==> src/rtl/pixel_loader.sv <==
// Unpacks received bytes into a 1-bit-wide image RAM, LSB first, with a
// one-byte pending buffer. The consumer's release pulse is the port
// img_release because "release" is a reserved word.
module pixel_loader #(
  parameter int NUM_PIXELS = 784,
  parameter int ADDR_WIDTH = 10
) (
  input  logic                  clk,
  input  logic                  rst_n,
  input  logic                  rx_rdy,
  input  logic [7:0]            rx_data,
  input  logic                  img_release,
  input  logic                  clr_err,
  output logic                  ram_we,
  output logic [ADDR_WIDTH-1:0] ram_addr,
  output logic                  ram_data,
  output logic                  img_done,
  output logic                  loading,
  output logic                  ovr_err
);

  localparam int NUM_BYTES = NUM_PIXELS / 8;
  localparam int BCW       = $clog2(NUM_BYTES + 1);

  typedef enum logic [1:0] {IDLE, UNPACK, WAIT_BYTE, HOLD} state_t;

  state_t                state, next_state;
  logic [BCW-1:0]        byte_cnt;
  logic [2:0]            bit_idx;
  logic [ADDR_WIDTH-1:0] pix_cnt;
  logic [7:0]            cur_byte;
  logic [7:0]            pend_byte;
  logic                  pend_v;
  logic [ADDR_WIDTH-1:0] ram_addr_q;
  logic                  ram_data_q;
  logic                  img_done_q;
  logic                  loading_q;
  logic                  ovr_err_q;

  logic byte_room, can_take, accept, drop;
  logic byte_end, last_pix, image_end;

  assign byte_room = (byte_cnt < BCW'(NUM_BYTES));
  assign can_take  = (state == IDLE) || (state == WAIT_BYTE) ||
                     ((state == UNPACK) && !pend_v);
  assign accept    = rx_rdy && byte_room && can_take;
  assign drop      = rx_rdy && !accept;
  assign byte_end  = (state == UNPACK) && (bit_idx == 3'd7);
  assign last_pix  = (pix_cnt == ADDR_WIDTH'(NUM_PIXELS - 1));
  assign image_end = byte_end && last_pix;

  // State register.
  always_ff @(posedge clk) begin
    // NOTE: every clocked assignment is non-blocking so all registers sample
    // pre-edge values, independent of statement order.
    if (!rst_n) state <= IDLE;
    else        state <= next_state;
  end

  // Next-state logic.
  always_comb begin
    // NOTE: default first so no path through this block can infer a latch.
    next_state = state;
    unique case (state)
      IDLE, WAIT_BYTE: if (accept) next_state = UNPACK;
      UNPACK: begin
        if (byte_end) begin
          if (last_pix)               next_state = HOLD;
          else if (pend_v || accept)  next_state = UNPACK;
          else                        next_state = WAIT_BYTE;
        end
      end
      HOLD: if (img_release) next_state = IDLE;
      default: next_state = IDLE;
    endcase
  end

  // Outputs: writes come straight from the unpack position; the address and
  // data lines keep the last written values whenever no write is in progress.
  always_comb begin
    ram_we   = (state == UNPACK);
    ram_addr = ram_addr_q;
    ram_data = ram_data_q;
    if (state == UNPACK) begin
      ram_addr = pix_cnt;
      ram_data = cur_byte[bit_idx];
    end
    img_done = img_done_q;
    loading  = loading_q;
    ovr_err  = ovr_err_q;
  end

  // Datapath: counters, byte buffers and registered status flags.
  always_ff @(posedge clk) begin
    if (!rst_n) begin
      byte_cnt   <= '0;
      bit_idx    <= '0;
      pix_cnt    <= '0;
      cur_byte   <= '0;
      pend_byte  <= '0;
      pend_v     <= 1'b0;
      ram_addr_q <= '0;
      ram_data_q <= 1'b0;
      img_done_q <= 1'b0;
      loading_q  <= 1'b0;
      ovr_err_q  <= 1'b0;
    end else begin
      if (accept) byte_cnt <= byte_cnt + BCW'(1);

      unique case (state)
        IDLE, WAIT_BYTE: begin
          if (accept) begin
            cur_byte  <= rx_data;
            bit_idx   <= '0;
            loading_q <= 1'b1;
          end
        end
        UNPACK: begin
          ram_addr_q <= pix_cnt;
          ram_data_q <= cur_byte[bit_idx];
          bit_idx    <= bit_idx + 3'd1;
          if (!last_pix) pix_cnt <= pix_cnt + ADDR_WIDTH'(1);
          if (byte_end) begin
            if (last_pix) begin
              loading_q <= 1'b0;
            end else if (pend_v) begin
              cur_byte <= pend_byte;
              pend_v   <= 1'b0;
            end else if (accept) begin
              // A byte arriving on the final bit goes straight into the
              // shifter so the writes continue without a gap.
              cur_byte <= rx_data;
            end
          end else if (accept) begin
            pend_byte <= rx_data;
            pend_v    <= 1'b1;
          end
        end
        HOLD: begin
          if (img_release) begin
            byte_cnt <= '0;
            pix_cnt  <= '0;
            bit_idx  <= '0;
            pend_v   <= 1'b0;
          end
        end
        default: ;
      endcase

      img_done_q <= image_end;
      ovr_err_q  <= drop || (ovr_err_q && !clr_err);
    end
  end

endmodule

==> config.mk <==
export PLATFORM = sky130hd
export DESIGN_NAME = pixel_loader
export DESIGN_NICKNAME = d
export VERILOG_FILES = /design/src/rtl/pixel_loader.sv
export SDC_FILE = /design/constraint.sdc
export NUM_CORES = 1
export LEC_CHECK = 0
export BUFFER_PORTS_ARGS = -buffer_cell sky130_fd_sc_hd__buf_2
export CAP_MARGIN = 40
export CORE_MARGIN = 2
export CORE_UTILIZATION = 40
export DETAILED_ROUTE_END_ITERATION = 16
export GPL_TIMING_DRIVEN = 1
export PLACE_DENSITY = 0.61
export SLEW_MARGIN = 20
export SYNTH_ARGS = -nofsm -noshare
export SYNTH_HDL_FRONTEND = slang
export SYNTH_SLANG_ARGS = --single-unit
export TNS_END_PERCENT = 30
==> constraint.sdc <==
create_clock -name clk -period 2.46 [get_ports clk]
set_clock_uncertainty 0.1 [all_clocks]
set_input_delay 0.246 -clock clk [delete_from_list [all_inputs] [get_ports clk]]
set_output_delay 0.246 -clock clk [all_outputs]
set_load 0.01 [all_outputs]
==> summary.md <==
| Metric | Value |
|---|---|
| Kind of critical path | reg -> out |
| Count leader, synth | dfxtp_1 |
| Final GP Congestion | about 0.85 |
| R2R cell count | 6 |
| Mapped Cells | 300 |
| Net Sw Power | between 0.0004 and 0.0005 W |
| Drt via density | 5.60 |
| F_max | between 400 and 500 MHz |
| Synth cell count leaders | 53 x dfxtp_1, 41 x nand2_1, 26 x a21oi_1, 24 x nor2_1, 12 x inv_1 |
| Total I/O pin count | 28 |
| Share of layout cells above drive strength 1 | between 15 and 20% |
| Yosys top cell area share | between 40% and 50% |
| Total Power | approximately 0.0018 W |
| Die Wd | around 84 um |
| Crit path DAT | 1.92 ns |
| Data required time of the worst path | approximately 2.1 ns |
| Asr flop ratio synth | 0% |
| Finished Layout Cells | approximately 410 |
| Seq/Total Area, Yosys | between 40% and 50% |
| Status | complete, no violations |
| # Max-Cap Violations | 0 |
| Post-Synthesis Net Count | around 320 |
| Seq pwr share | approximately 50% |
| Final wirelength | 6080 um |
| Antenna-violating nets left | 0 |
| Worst-Margin Slew | approximately 0.6 ns |
| First-pass GRT wire length | 10,300 um |
| Min Clock Period, post-route | around 2.3 ns |
| Port bufs | 27 |
| Top cells by area, synth | dfxtp_1 41%, nand2_1 6.0%, a21oi_1 5.0% |
| Area Overhead vs Synth | 14.2% |
| Area leader, netlist | dfxtp_1 |
| Crit path max fanout | 16 |
| Clock transition at path regs | 0.10 ns |
| Post-Syn Area | about 2600 um^2 |
| Pin count of the biggest net entering global routing | 19 |
| Initial DRC count | roughly 120 |
| Vias | about 2,300 |
| Synth Flop Type | dfxtp_1 |
| DP Wirelength | approximately 4400 um |
| CTS sink count | 53 |
| Die ar. | about 7100 um^2 |
| Leakage | 1.19 nW |
| Initial antenna violation count | 0 |
| Peak VDD IR | 0.000261 V |
| Htree depth | 2 |
| Switching Fraction | 24.1% |
| Fillers | ~650 |
| Crit path capture type | output pin |
| # DRC | 0 |
| Final net count | 344 |
| Total track usage | roughly 18% |
| Drt pass-1 iters | 4 |
| Clock root cell | clkbuf_8 |
| Tcrit/Tclk final | ~92% |
| Post-Route Setup TNS | 0 ns |
| Hold Violations, Final | 0 |
| Number of synthesized flops with an enable pin | 0 |
| Fin. max-slew vios | 0 |
| Unrepaired setup endpoints after global routing | no |
| Syn_area_per_cell | roughly 8.6 um^2 |
| Register bit total from synthesis | between 50 and 60 |
| Slew HR | about three fifths |
| Clk_lat worst skew | 0.31 ns |
| Library cells used by synthesis | 48 |
| Cts hold-fix bufs | 0 |
| Placed cells | ~400 |
| CTS tree | done |
| Clock Power Share | just under 40% |
| Startpoint Class | flop |
| Cell Int Power | 0.00138 W |
| Overflow after GRT | 0 |
| Combinational fraction of design power | 11.1% |
| Core area | 6310 um^2 |
| CTS max path bufs | 2 |
| Die Ht | ~84 um |
| Routed WL per cell | around 15 um |
| Starting Density | about 41% |
| PwrDens | 615 nW/um^2 |
| Hold path cells | 3 |
| Vias in the first global route | around 2,200 |
| Final number of setup-violating endpoints | 0 |
| Rows | 29 |
| YS warnings | 0 |
| TritonCTS Buffers | 5 |
| # diodes | 0 |
| Min-delay worst type | in -> reg |
[final timing paths]
check                                   start             to  slack (ns)
worst min register to register  ram_addr_q[1]  ram_addr_q[1]        0.37
worst min-delay path               rx_data[3]   pend_byte[3]        0.08
worst max-delay path                 state[0]       ram_data        0.19
worst max register to register     bit_idx[0]    cur_byte[7]        0.48
[state kept, by name, indices dropped and copies added, names as in the netlist, 2 cells and up]
signal	cells
bit_idx	3
byte_cnt	7
cur_byte	8
pend_byte	8
pix_cnt	10
ram_addr_q	10
state	2
[cells by family after synthesis]
group | Yosys count | share of synthesized area [%]
multiplexers | 10 | 4.84
adder cells (fa/ha/maj) | 4 | 1.94
AO/OA/AOI/OAI | 88 | 23.7
AND/OR/NAND/NOR | 112 | 22.7
XOR/XNOR | 4 | 1.36
flip-flops | 53 | 41.1
buffers and inverters | 29 | 4.41
[critical path: stages, from the launching register on]
cell	delay, ns
dfxtp_1	0.54
nand2b_1	0.22
inv_1	0.43
o211a_1	0.25
nor2_1	0.04
buf_2	0.13
[power groups by stage]
stage | clock network [W] | logic, W | registers, W
after floorplan | 0 | 0.000145 | 0.000926
after global placement | 0 | 0.000199 | 0.000934
after detailed placement | 0 | 0.000202 | 0.000935
after CTS | 0.000714 | 0.000202 | 0.000915
after global routing | 0.000746 | 0.000226 | 0.000920
final | 0.000699 | 0.000201 | 0.000915
[metal layers]
metal / vias up / routed length, um / track usage, %
li1: 1159 / - / -
met1: 1065 / 2880 / 22.5
met2: 40 / 2940 / 31.0
met3: 4 / 212 / 3.44
met4: 0 / 43 / 4.76
met5: - / 0 / 0
[cells in the final DEF, fill, tap and decap left out, drive strengths merged, types with 2 or more instances in the layout]
master / instances
buf: 36
nor4: 2
nand2b: 3
clkinv: 2
nand3b: 2
inv: 12
or3: 4
ha: 4
o31ai: 4
a2bb2oi: 6
a22oi: 7
nor2b: 3
a31oi: 3
o211a: 2
mux2i: 8
bufinv: 2
nor2: 24
nand3: 10
o22ai: 7
dfxtp: 53
and2: 3
nor3: 4
nand4: 5
xor2: 2
clkbuf: 5
or4: 5
xnor2: 2
a32oi: 2
a41oi: 7
o2111ai: 2
o21ai: 14
a21oi: 26
mux4: 2
o211ai: 4
nand2: 41
[timing repair]
item / in CTS / in global routing
resized for setup: 0 / 0
endpoints found under the setup margin: 0 / 7
buffers inserted: 0 / 2
[cell type report]
type | instances | area [um^2] | area share (%)
clock inverter | 3 | 65.1 | 2.21
sequential | 53 | 1060 | 36.0
timing repair buffer | 36 | 203 | 6.87
clock buffer | 5 | 68.8 | 2.33
multi-input combinational | 218 | 1410 | 47.7
tap | 77 | 96.3 | 3.27
inverter | 13 | 48.8 | 1.65
[per-stage QoR]
step	utilization (%)	hold WS (ns)	cell area (um^2)	setup slack (ns)
4_1_cts	46.5	0.0772	2940	0.158
5_1_grt	46.7	0.100	2950	0.0189
3_3_place_gp	44.4	0.347	2800	0.242
6_report	46.7	0.0773	2950	0.190
3_5_place_dp	44.4	0.352	2800	0.183
2_1_floorplan	-	0.285	2580	0.724
Power figures use the tool's default switching activity.
